## src/rtl/alarm_ctrl_pkg.sv

```systemverilog
// Shared types and helpers for the alarm controller: FSM state, default
// timing constants and packed-BCD utilities.
package alarm_ctrl_pkg;

  typedef enum logic [1:0] {
    ST_IDLE   = 2'd0,
    ST_RING   = 2'd1,
    ST_SNOOZE = 2'd2
  } alarm_state_t;

  localparam int DEFAULT_CLK_FREQ   = 12_000_000;
  localparam int DEFAULT_TONE_HZ    = 2000;
  localparam int DEFAULT_RING_SECS  = 60;
  localparam int DEFAULT_SNOOZE_MIN = 5;

  // True when both digits are decimal and the value does not exceed max_bcd.
  function automatic logic bcd_valid(input logic [7:0] v, input logic [7:0] max_bcd);
    return (v[3:0] <= 4'd9) && (v[7:4] <= 4'd9) && (v <= max_bcd);
  endfunction

  // Adds add_min minutes to h:m (packed BCD), wrapping 59->00 with hour carry
  // and 23->00. Always returns a legal time, even from malformed input.
  function automatic logic [15:0] bcd_add_hm(input logic [7:0] h, input logic [7:0] m,
                                             input int add_min);
    int hb;
    int mb;
    hb = int'(h[7:4]) * 10 + int'(h[3:0]);
    mb = int'(m[7:4]) * 10 + int'(m[3:0]) + add_min;
    if (mb >= 60) begin
      mb = mb - 60;
      hb = hb + 1;
    end
    if (hb >= 24) hb = hb - 24;
    if (mb > 59) mb = 0;
    if (hb > 23) hb = 0;
    return {4'(hb / 10), 4'(hb % 10), 4'(mb / 10), 4'(mb % 10)};
  endfunction

endpackage

```

## src/rtl/alarm_ctrl_if.sv

```systemverilog
// Bundle of time/alarm inputs, user keys and status outputs of alarm_ctrl.
interface alarm_ctrl_if;
  import alarm_ctrl_pkg::*;

  logic [7:0]   hour_bcd;
  logic [7:0]   minute_bcd;
  logic [7:0]   second_bcd;
  logic [7:0]   alarm_hour;
  logic [7:0]   alarm_minute;
  logic         alarm_en;
  // Keys are single-cycle pulses with no handshake: sampled on every rising
  // edge, a pulse is consumed in the cycle it is high and never held off.
  logic         stop_key;
  logic         snooze_key;
  logic         buzzer;
  logic         ringing;
  logic         snoozed;
  alarm_state_t state;

  modport master (
    output hour_bcd, minute_bcd, second_bcd, alarm_hour, alarm_minute,
           alarm_en, stop_key, snooze_key,
    input  buzzer, ringing, snoozed, state
  );

  modport slave (
    input  hour_bcd, minute_bcd, second_bcd, alarm_hour, alarm_minute,
           alarm_en, stop_key, snooze_key,
    output buzzer, ringing, snoozed, state
  );
endinterface

```

## src/rtl/alarm_tone_gen.sv

```systemverilog
// Buzzer waveform: a 1 Hz on/off pattern gating a TONE_HZ square wave.
// 'start' restarts the pattern in its "on" half; 'en' low forces silence.
module alarm_tone_gen import alarm_ctrl_pkg::*; #(
  parameter int CLK_FREQ = DEFAULT_CLK_FREQ,
  parameter int TONE_HZ  = DEFAULT_TONE_HZ
) (
  input  logic clk,
  input  logic rst,
  input  logic en,
  input  logic start,
  output logic buzzer
);

  localparam int HALF_RAW = CLK_FREQ / 2;
  localparam int HALF     = (HALF_RAW < 1) ? 1 : HALF_RAW;
  localparam int TDIV_RAW = CLK_FREQ / (2 * TONE_HZ);
  localparam int TDIV     = (TDIV_RAW < 1) ? 1 : TDIV_RAW;
  localparam int PW       = (HALF > 1) ? $clog2(HALF) : 1;
  localparam int TW       = (TDIV > 1) ? $clog2(TDIV) : 1;

  localparam logic [PW-1:0] HALF_LAST = PW'(HALF - 1);
  localparam logic [TW-1:0] TONE_LAST = TW'(TDIV - 1);

  logic [PW-1:0] phase_cnt;
  logic [TW-1:0] tone_cnt;
  logic          phase_on;

  always_ff @(posedge clk or posedge rst) begin
    if (rst) begin
      phase_cnt <= '0;
      tone_cnt  <= '0;
      phase_on  <= 1'b0;
      buzzer    <= 1'b0;
    end else if (!en) begin
      phase_cnt <= '0;
      tone_cnt  <= '0;
      phase_on  <= 1'b0;
      buzzer    <= 1'b0;
    end else if (start) begin
      phase_cnt <= '0;
      tone_cnt  <= '0;
      phase_on  <= 1'b1;
      buzzer    <= 1'b1;
    end else if (phase_cnt == HALF_LAST) begin
      // Half-second boundary: flip the pattern; a new "on" half starts high.
      phase_cnt <= '0;
      tone_cnt  <= '0;
      phase_on  <= ~phase_on;
      buzzer    <= ~phase_on;
    end else begin
      phase_cnt <= phase_cnt + 1'b1;
      if (phase_on) begin
        if (tone_cnt == TONE_LAST) begin
          tone_cnt <= '0;
          buzzer   <= ~buzzer;
        end else begin
          tone_cnt <= tone_cnt + 1'b1;
        end
      end else begin
        buzzer <= 1'b0;
      end
    end
  end

endmodule

```

## src/rtl/alarm_ctrl.sv

```systemverilog
// Alarm clock controller: IDLE/RING/SNOOZE FSM driven by BCD time-of-day.
// Define ALARM_SNOOZE_EN to build the SNOOZE state; otherwise snooze_key stops.
module alarm_ctrl import alarm_ctrl_pkg::*; #(
  parameter int CLK_FREQ   = DEFAULT_CLK_FREQ,
  parameter int TONE_HZ    = DEFAULT_TONE_HZ,
  parameter int RING_SECS  = DEFAULT_RING_SECS,
  parameter int SNOOZE_MIN = DEFAULT_SNOOZE_MIN
) (
  input  logic         sys_clk,
  input  logic         sys_rst,
  alarm_ctrl_if.slave  bus
);

  if (RING_SECS < 1 || RING_SECS > 255) begin : g_bad_ring_secs
    $error("alarm_ctrl: RING_SECS must be in 1..255");
  end
  if (SNOOZE_MIN < 1 || SNOOZE_MIN > 59) begin : g_bad_snooze_min
    $error("alarm_ctrl: SNOOZE_MIN must be in 1..59");
  end

  localparam logic [7:0] RING_LAST = 8'(RING_SECS - 1);

  alarm_state_t state;
  logic [7:0]   ring_cnt;
  logic [7:0]   sec_q;
  logic         match_a;
  logic         match_a_q;
  logic         trig_a;
  logic         time_valid;
  logic         tick;
  logic         stop_req;
  logic         snooze_req;
  logic         enter_ring;
  logic         leave_ring;
  logic         tone_en;
  logic         buzzer;

`ifdef ALARM_SNOOZE_EN
  logic [7:0]   snz_h;
  logic [7:0]   snz_m;
  logic         match_s;
  logic         match_s_q;
  logic         trig_s;
`endif

  // Alarm and snooze targets keep separate edge detectors, so leaving
  // SNOOZE inside the alarm's own matching second cannot fire it twice.
  always_comb begin
    time_valid = bcd_valid(bus.hour_bcd, 8'h23) && bcd_valid(bus.minute_bcd, 8'h59)
                 && (bus.second_bcd == 8'h00);
    match_a    = bus.alarm_en && time_valid && (bus.hour_bcd == bus.alarm_hour)
                 && (bus.minute_bcd == bus.alarm_minute);
    trig_a     = match_a && !match_a_q;
    tick       = (bus.second_bcd != sec_q);
`ifdef ALARM_SNOOZE_EN
    match_s    = bus.alarm_en && time_valid && (bus.hour_bcd == snz_h)
                 && (bus.minute_bcd == snz_m);
    trig_s     = match_s && !match_s_q;
    stop_req   = bus.stop_key;
    snooze_req = bus.snooze_key && !bus.stop_key;
    enter_ring = bus.alarm_en && (((state == ST_IDLE) && trig_a)
                 || ((state == ST_SNOOZE) && trig_s && !bus.stop_key));
`else
    stop_req   = bus.stop_key || bus.snooze_key;
    snooze_req = 1'b0;
    enter_ring = bus.alarm_en && (state == ST_IDLE) && trig_a;
`endif
    leave_ring = (state == ST_RING) && (!bus.alarm_en || stop_req || snooze_req
                 || (tick && (ring_cnt == RING_LAST)));
    // Tone follows the next state so the buzzer drops with the exit edge.
    tone_en    = enter_ring || ((state == ST_RING) && !leave_ring);
  end

  always_ff @(posedge sys_clk or posedge sys_rst) begin
    if (sys_rst) begin
      state     <= ST_IDLE;
      ring_cnt  <= 8'h00;
      sec_q     <= 8'h00;
      match_a_q <= 1'b0;
`ifdef ALARM_SNOOZE_EN
      snz_h     <= 8'h00;
      snz_m     <= 8'h00;
      match_s_q <= 1'b0;
`endif
    end else begin
      sec_q     <= bus.second_bcd;
      match_a_q <= match_a;
`ifdef ALARM_SNOOZE_EN
      match_s_q <= match_s;
`endif
      if (!bus.alarm_en) begin
        state    <= ST_IDLE;
        ring_cnt <= 8'h00;
      end else begin
        case (state)
          ST_IDLE: begin
            if (trig_a) begin
              state    <= ST_RING;
              ring_cnt <= 8'h00;
            end
          end
          ST_RING: begin
            if (stop_req) begin
              state <= ST_IDLE;
            end
`ifdef ALARM_SNOOZE_EN
            else if (snooze_req) begin
              state          <= ST_SNOOZE;
              {snz_h, snz_m} <= bcd_add_hm(bus.hour_bcd, bus.minute_bcd, SNOOZE_MIN);
            end
`endif
            else if (tick) begin
              if (ring_cnt == RING_LAST) begin
                state    <= ST_IDLE;
                ring_cnt <= 8'h00;
              end else begin
                ring_cnt <= ring_cnt + 8'd1;
              end
            end
          end
`ifdef ALARM_SNOOZE_EN
          ST_SNOOZE: begin
            if (bus.stop_key) begin
              state <= ST_IDLE;
            end else if (trig_s) begin
              state    <= ST_RING;
              ring_cnt <= 8'h00;
            end
          end
`endif
          default: state <= ST_IDLE;
        endcase
      end
    end
  end

  alarm_tone_gen #(
    .CLK_FREQ (CLK_FREQ),
    .TONE_HZ  (TONE_HZ)
  ) u_tone (
    .clk    (sys_clk),
    .rst    (sys_rst),
    .en     (tone_en),
    .start  (enter_ring),
    .buzzer (buzzer)
  );

  assign bus.buzzer  = buzzer;
  assign bus.ringing = (state == ST_RING);
`ifdef ALARM_SNOOZE_EN
  assign bus.snoozed = (state == ST_SNOOZE);
`else
  assign bus.snoozed = 1'b0;
`endif
  assign bus.state   = state;

endmodule

```

## src/flat_wrapper.sv

```systemverilog
// flat-port wrapper written by rule: the top's interface ports become plain ports
module alarm_ctrl_flat import alarm_ctrl_pkg::*;
#(
  parameter int CLK_FREQ   = DEFAULT_CLK_FREQ,
  parameter int TONE_HZ    = DEFAULT_TONE_HZ,
  parameter int RING_SECS  = DEFAULT_RING_SECS,
  parameter int SNOOZE_MIN = DEFAULT_SNOOZE_MIN
)
  (sys_clk, sys_rst, bus_hour_bcd, bus_minute_bcd, bus_second_bcd, bus_alarm_hour, bus_alarm_minute, bus_alarm_en, bus_stop_key, bus_snooze_key, bus_buzzer, bus_ringing, bus_snoozed, bus_state);
  alarm_ctrl_if bus_i ();
  input  logic sys_clk;
  input  logic sys_rst;
  input wire logic [$bits(bus_i.hour_bcd)-1:0] bus_hour_bcd;
  input wire logic [$bits(bus_i.minute_bcd)-1:0] bus_minute_bcd;
  input wire logic [$bits(bus_i.second_bcd)-1:0] bus_second_bcd;
  input wire logic [$bits(bus_i.alarm_hour)-1:0] bus_alarm_hour;
  input wire logic [$bits(bus_i.alarm_minute)-1:0] bus_alarm_minute;
  input wire logic [$bits(bus_i.alarm_en)-1:0] bus_alarm_en;
  input wire logic [$bits(bus_i.stop_key)-1:0] bus_stop_key;
  input wire logic [$bits(bus_i.snooze_key)-1:0] bus_snooze_key;
  output wire logic [$bits(bus_i.buzzer)-1:0] bus_buzzer;
  output wire logic [$bits(bus_i.ringing)-1:0] bus_ringing;
  output wire logic [$bits(bus_i.snoozed)-1:0] bus_snoozed;
  output wire logic [$bits(bus_i.state)-1:0] bus_state;
  assign bus_i.hour_bcd = bus_hour_bcd;
  assign bus_i.minute_bcd = bus_minute_bcd;
  assign bus_i.second_bcd = bus_second_bcd;
  assign bus_i.alarm_hour = bus_alarm_hour;
  assign bus_i.alarm_minute = bus_alarm_minute;
  assign bus_i.alarm_en = bus_alarm_en;
  assign bus_i.stop_key = bus_stop_key;
  assign bus_i.snooze_key = bus_snooze_key;
  assign bus_buzzer = bus_i.buzzer;
  assign bus_ringing = bus_i.ringing;
  assign bus_snoozed = bus_i.snoozed;
  assign bus_state = bus_i.state;
  alarm_ctrl #(.CLK_FREQ(CLK_FREQ), .TONE_HZ(TONE_HZ), .RING_SECS(RING_SECS), .SNOOZE_MIN(SNOOZE_MIN)) u_core (.sys_clk(sys_clk), .sys_rst(sys_rst), .bus(bus_i));
endmodule
```

## config.mk

```make
export PLATFORM = sky130hd
export DESIGN_NAME = alarm_ctrl_flat
export DESIGN_NICKNAME = d
export VERILOG_FILES = /design/src/rtl/alarm_ctrl_pkg.sv /design/src/rtl/alarm_ctrl_if.sv /design/src/rtl/alarm_tone_gen.sv /design/src/rtl/alarm_ctrl.sv /design/src/flat_wrapper.sv
export SDC_FILE = /design/constraint.sdc
export NUM_CORES = 1
export LEC_CHECK = 0
export CAP_MARGIN = 20
export CORE_MARGIN = 5
export CORE_UTILIZATION = 25
export DETAILED_ROUTE_END_ITERATION = 10
export PLACE_DENSITY = 0.48
export SYNTH_ARGS = -nofsm -noshare
export SYNTH_HDL_FRONTEND = slang
export SYNTH_HIERARCHICAL = 1
export SYNTH_SLANG_ARGS = --single-unit
```

## constraint.sdc

```tcl
create_clock -name sys_clk -period 1.8 [get_ports sys_clk]
set_input_delay 0.45 -clock sys_clk [delete_from_list [all_inputs] [get_ports sys_clk]]
set_output_delay 0.45 -clock sys_clk [all_outputs]
set_load 0.02 [all_outputs]
```

# Word-level counts from Yosys, hierarchy flattened
# Index checks and enable logic that the tools add are counted.
# word_totals
regBits,56
latch_bits,0
mem_bits_rw,0
romBits,0
input_bits,45
out_inout_bits,5
memories,0
# classes
addsub,3
mul,0
div,0
n_lt_le_gt_ge,6
n_eq_ne,16
shifts,0
muxes,28
bitwise_logic,2
n_reduce_logical,26
# op_table
cell,count
$mux W23,3
$mux W12,5
$mux W8,5
$add A23 B1 Y23 const B,1
$eq A23 B23 Y1 const B,1
$eq A8 B8 Y1,2
$le A4 B4 Y1 const B,4
$pmux W8 S2,1
$logic_and A1 B1 Y1,15
$add A12 B1 Y12 const B,1
$eq A12 B12 Y1 const B,1
$mux W2,5
$add A8 B1 Y8 const B,1
$eq A8 B6 Y1 const B,1
$le A8 B6 Y1 const B,1
$le A8 B7 Y1 const B,1
$logic_not A8 Y1,1
$mux W1,8
$ne A4 B2 Y1 const B,2
$ne A8 B8 Y1,1
$ne A3 B1 Y1 const B,2
$ne A3 B2 Y1 const B,2
$ne A5 B2 Y1 const B,1
$logic_or A1 B1 Y1,4
9 further kinds,12

# Depth between registers and ports, before layout
# Gate-level depths: netlist (run 1).
# logic_depth
word_depth,12
mapped_depth,9

# Modules after synthesis
# Netlist (run 1), hierarchy kept.
# by_module_without_submodules
mod,instances,cells_per_inst,area_per_inst_um2
alarm_tone_gen,1,221,2060.7
alarm_ctrl,1,122,1134.8

# Least setup slack after synthesis (run 1)
# No wires, ideal clock.
# synth_timing
path_type,input to register
from,in bus_second_bcd[1]
to,reg u_core.u_tone.tone_cnt[2]
setup_ps,94
arrival_ps,2113
required_time_ps,1706
slack_ps,-407
path_stages,9
path_buffers,2
path_cell_list,nor4_1 -> nand4_1 -> nor4_1 -> and4_1 -> buf_4 -> a41o_1 -> o311ai_2 -> buf_2 -> a211oi_1
# synth_between
elab_chain_cells,9
elab_cells_between_ends,17
classes_between,eq/ne (2); mux (2); reduce/logical (13)
# synth_rtl
item,line_no,rtl
from (decl),flat_wrapper.sv:15,input wire logic [$bits(bus_i.second_bcd)-1:0] bus_second_bcd;
$logic_not A8 Y1 (*),alarm_ctrl.sv:50,&& (bus.second_bcd == 8'h00);
$logic_and A1 B1 Y1 (*),alarm_ctrl.sv:50,
$logic_and A1 B1 Y1 (*) (2 in a row),alarm_ctrl.sv:51,match_a = bus.alarm_en && time_valid && (bus.hour_bcd == bus.alarm_hour)
$logic_and A1 B1 Y1 (*),alarm_ctrl.sv:52,&& (bus.minute_bcd == bus.alarm_minute);
$logic_and A1 B1 Y1 (*),alarm_ctrl.sv:53,trig_a = match_a && !match_a_q;
$logic_and A1 B1 Y1 (*),alarm_ctrl.sv:66,enter_ring = bus.alarm_en && (state == ST_IDLE) && trig_a;
via u_core.enter_ring,alarm_ctrl.sv:33,logic enter_ring;
$logic_or A1 B1 Y1 (*),alarm_ctrl.sv:71,tone_en = enter_ring || ((state == ST_RING) && !leave_ring);
via u_core.tone_en,alarm_ctrl.sv:35,logic tone_en;
$ne A4 B1 Y1 (no line) / $mux W12 (equally long branches),-,
to (signal assigned),alarm_tone_gen.sv:57,tone_cnt <= tone_cnt + 1'b1;
to (decl),alarm_tone_gen.sv:25,logic [TW-1:0] tone_cnt;
# The timed path passes the listed nets; every way through them passes the cells marked *.
# A chain may end at the register's enable or synchronous reset.

# Worst setup path in the final report (run 1)
# layout_timing
from,in bus_hour_bcd[7]
to,reg u_core.u_tone.tone_cnt[2]
# layout_between
elab_chain_cells,12
elab_cells_between_ends,16
classes_between,order compare (2); eq/ne (2); mux (2); reduce/logical (10)
# layout_rtl
item,line_no,rtl
from (decl),flat_wrapper.sv:13,input wire logic [$bits(bus_i.hour_bcd)-1:0] bus_hour_bcd;
branches (longest 6 deep; another with $le A8 B6 Y1),-,
$logic_and A1 B1 Y1 (*),alarm_ctrl.sv:51,
$logic_and A1 B1 Y1 (*),alarm_ctrl.sv:52,
$logic_and A1 B1 Y1 (*),alarm_ctrl.sv:53,
$logic_and A1 B1 Y1 (*),alarm_ctrl.sv:66,
$logic_or A1 B1 Y1 (*),alarm_ctrl.sv:71,
via u_core.tone_en,alarm_ctrl.sv:35,
$ne A4 B1 Y1 (no line) / $mux W12 (equally long branches),-,
# Mark *: on every way through the listed nets, which the timed path passes.

==> results.yml, run 1 <==
drt:
  ant_nets: 0
  avgViaCountPerCell: 4.68
  wl_per_cell_um: 13.6
  route.vias.total: 3064
  routed_wl_mm: 8.90
  drc: 0
  firstDrtPassIters: 4
  first_iter_violations: 183
floorplanning:
  die_h_um: 123
  start_util_pct: 25.4
  core_area_um2: 12600
  io_pins: 50
  rows: 41
  die_width_um: 123
  die_area_um2: 15100
layout:
  stdcell_area_um2: 5040
  diodes: 0
  fin_nets: 531
  layout-drive-gt1-share_pct: 35.0
  area_growth_pct: 57.8
grt:
  grt_pass1_wl_mm: 15.3
  grt_max_degree: 38
  antenna_found_initial: 0
  grt_pass1_vias: 3209
  grt_usage_pct: 12.5
  grt_remaining_overflow: 0
clocking:
  cts_made_buffers: 5
  cts_tree: "built"
  cts-root-buf: "clkbuf_16"
  clk_pin_slew_worst_paths_ns: 0.07
  hold_buffers: 0
  clock_latency_ns: 0.29
  cts_num_sinks: 55
  htree_levels: 2
  cts_buffer_depth: 2
placed_design:
  dpl-instance-area_um2: 4540
  numPortBuffers: 47
  place_congestion: 0.784
  hpwl_mm: 6.67
  pre_cts_slack_ns: -0.963
timing:
  drv_slew: 0
  fmax_mhz: 491
  whs_ns: 0.369
  period_minus_slack_ns: 2.04
  tns_ns: -6.89
  final-hold-violation-count: 0
  rsz0062_at_grt: "true"
  period_share_pct: 113
  fin_skew_ns: 0.00543
  setup_ws_ns: -0.235
  setup_violations: 35
power:
  vdd_drop_max_v: 0.000381
  leakage_nw: 2.15
  fin_total_pwr_mw: 2.74
  p_per_area_nw_per_um2: 544
synthesis:
  async_flop_share_pct: 100
  ys_types: 54
  synth_compound_area_share_pct: 12.6
  synth_edf_count: 0
  synth_top_family_by_area: "simple AND/OR/NAND/NOR gates"
  synthAdderAreaFrac_pct: 1.57
  synth_xor_area_share_pct: 10.4
  ys_warn_count: 6
  seq_area_frac_synth_pct: 43.1
  syn-cell-area_um2: 3200
  ys.flop_type: "dfrtp_1"
  synthCells: 343
  synth_mux_area_share_pct: 0.352
  yosys.area_share.simple_pct: 28.7
  post_synth.cell_area_avg_um2: 9.32
  ys_seq_elements: 55
outcome:
  violations: "negative setup slack"
  status: "finished, violations left"
critical_path:
  end_kind: "flip-flop"
  ff2ff_setup_slack_ns: -0.12
  rr_worst_depth: 5
  worstSetupStartpointType: "primary input"
  crit_path_end: "u_core/u_tone/tone_cnt[2]"
  cp.arrival_ns: 2.25
  critical_path_class: "primary input to flip-flop"
  crit-reg2reg-capture: "u_core/u_tone/buzzer"
  worstReg2RegStart: "u_core/u_tone/tone_cnt[0]"
  critPathRequiredTime_ns: 2.01
  crit_start: "bus_hour_bcd[7]"
  worst-path-max-fanout: 7
min_path:
  hold_depth: 2
  worstHoldPathType: "primary input to flip-flop"
flow_run:
  maxCapViolCount: 0
==> report_power, final <==
group | total (mW) | leakage (nW) | internal, mW | switching [mW]
clock network | 1.24 | 0.0911 | 0.798 | 0.442
registers | 1.25 | 0.750 | 1.24 | 0.00541
logic | 0.255 | 1.31 | 0.143 | 0.112
total | 2.74 | 2.15 | 2.19 | 0.559
==> critical path, stage by stage <==
cell and delay (ns):
buf_6 0.09, nor4b_4 0.28, nand4_1 0.22, nor4_2 0.28, and4_4 0.27, a41o_4 0.11
o311ai_4 0.11, buf_12 0.17, buf_12 0.12, a211oi_2 0.13
==> stage by stage <==
stage / util, % / instances
after floorplan: - / 344
after global placement: 36.1 / 633
after detailed placement: 36.1 / 633
after CTS: 39.8 / 657
after global routing: 40.1 / 655
final: 40.1 / 655
==> worst min path at each step <==
| stage | end | start | slack, ns |
|---|---|---|---|
| 2_1_floorplan | u_core/bus.state[0] | sys_rst | 0.39 |
| 3_3_place_gp | u_core/u_tone/phase_cnt[0] | u_core/u_tone/phase_cnt[0] | 0.53 |
| 3_5_place_dp | u_core/u_tone/phase_cnt[0] | u_core/u_tone/phase_cnt[0] | 0.54 |
| 4_1_cts | u_core/sec_q[5] | bus_second_bcd[5] | 0.39 |
| 5_1_grt | u_core/sec_q[4] | bus_second_bcd[4] | 0.36 |
| 6_report | u_core/sec_q[2] | bus_second_bcd[2] | 0.37 |
==> synth_stat cells, types with 2 or more instances <==
cell type	number	share of area, %
a21oi_1	13	2.0
nor2_1	25	2.9
nor3b_1	5	1.2
nand3_1	32	5.0
a41o_1	2	0.63
nand2b_1	3	0.59
nor4_1	8	1.6
nor2b_1	4	0.78
ha_1	4	1.6
and2_1	4	0.78
and4_2	2	0.63
and3_1	9	1.8
or4b_1	2	0.63
buf_4	5	1.2
nand3b_1	3	0.70
a31oi_1	7	1.4
or4_1	3	0.70
and4_1	4	1.1
a211oi_1	2	0.47
nor3_1	6	0.94
buf_2	4	0.63
or3_1	8	1.6
nand4_1	15	2.9
xor2_1	11	3.0
inv_1	6	0.70
xnor2_1	27	7.4
nand2_1	24	2.8
clkbuf_1	6	0.70
o21a_1	2	0.47
a32oi_1	2	0.55
o21ai_0	15	2.3
o22ai_1	2	0.39
o31a_1	2	0.55
dfrtp_1	55	43
o21bai_1	2	0.47
==> timing repair <==
| item | in CTS | in global routing |
|---|---|---|
| hold endpoints to repair | 0 | 0 |
| gates cloned | 2 | 0 |
| pin swaps | 35 | 22 |
| gates resized for setup | 124 | 19 |
| buffers inserted | 15 | 1 |
| setup endpoints to repair | 48 | 46 |
==> routing by layer <==
layer  vias to the layer above  GRT usage (%)  part of all wire, %
li1                       1537              -                    -
met1                      1502           15.2                   44
met2                        23           23.3                   54
met3                         2           2.10                  1.7
met4                         0           2.28                 0.25
met5                         -              0                    0
==> flip-flops by register name (all words and copies together) (netlist names) <==
name                     cells
u_core/u_tone/phase_cnt     23
u_core/bus.state             1
u_core/ring_cnt              8
u_core/u_tone/phase_on       1
u_core/u_tone/tone_cnt      12
u_core/match_a_q             1
u_core/u_tone/buzzer         1
u_core/sec_q                 8
==> logic make-up (layout without fill, tap and decap cells) <==
logic type,count (synthesis),count (layout)
xor+xnor,38,38
fa+ha+maj,4,4
compound gates,60,61
simple gates,163,163
other cells,1,2
mux,1,1
buf+inv,21,159
flops,55,55
==> area by class of cell <==
type	count	area, um2
clock buffers	6	129
clock inverters	2	60.1
fillers	1257	7530
inverters	6	22.5
multi-input cells	269	1980
flip-flops and latches	55	1380
well taps	172	215
repair buffers	145	1260
==> cells in the final DEF (no fill, tap or decap), types with 5 or more instances in the layout <==
cell type / Yosys / layout
nor3b_1: 5 / 5
nor4_1: 8 / 5
or3_1: 8 / 8
o21ai_0: 15 / 8
buf_6: 0 / 11
a31oi_1: 7 / 7
dlygate4sd2_1: 0 / 19
and3_1: 9 / 9
o21ai_1: 0 / 7
buf_2: 4 / 7
nand4_1: 15 / 15
inv_1: 6 / 6
xnor2_2: 0 / 5
clkdlybuf4s50_1: 0 / 8
clkbuf_16: 0 / 5
xor2_1: 11 / 11
nand2_1: 24 / 24
xnor2_1: 27 / 22
nor2_1: 25 / 21
nand3_1: 32 / 29
dlymetal6s2s_1: 0 / 5
dfrtp_1: 55 / 55
buf_4: 5 / 86
a21oi_2: 1 / 10
Note: power is estimated with default switching activity, not from simulation.
==> run 2: changes to the inputs <==
--- a/config.mk
+++ b/config.mk
@@ -10,6 +10,7 @@
 export CORE_UTILIZATION = 25
 export DETAILED_ROUTE_END_ITERATION = 10
 export PLACE_DENSITY = 0.48
+export SLEW_MARGIN = 5
 export SYNTH_ARGS = -nofsm -noshare
 export SYNTH_HDL_FRONTEND = slang
 export SYNTH_HIERARCHICAL = 1
==> results of run 2 <==
The final DEF is identical to that of run 1; final timing and power are the same.
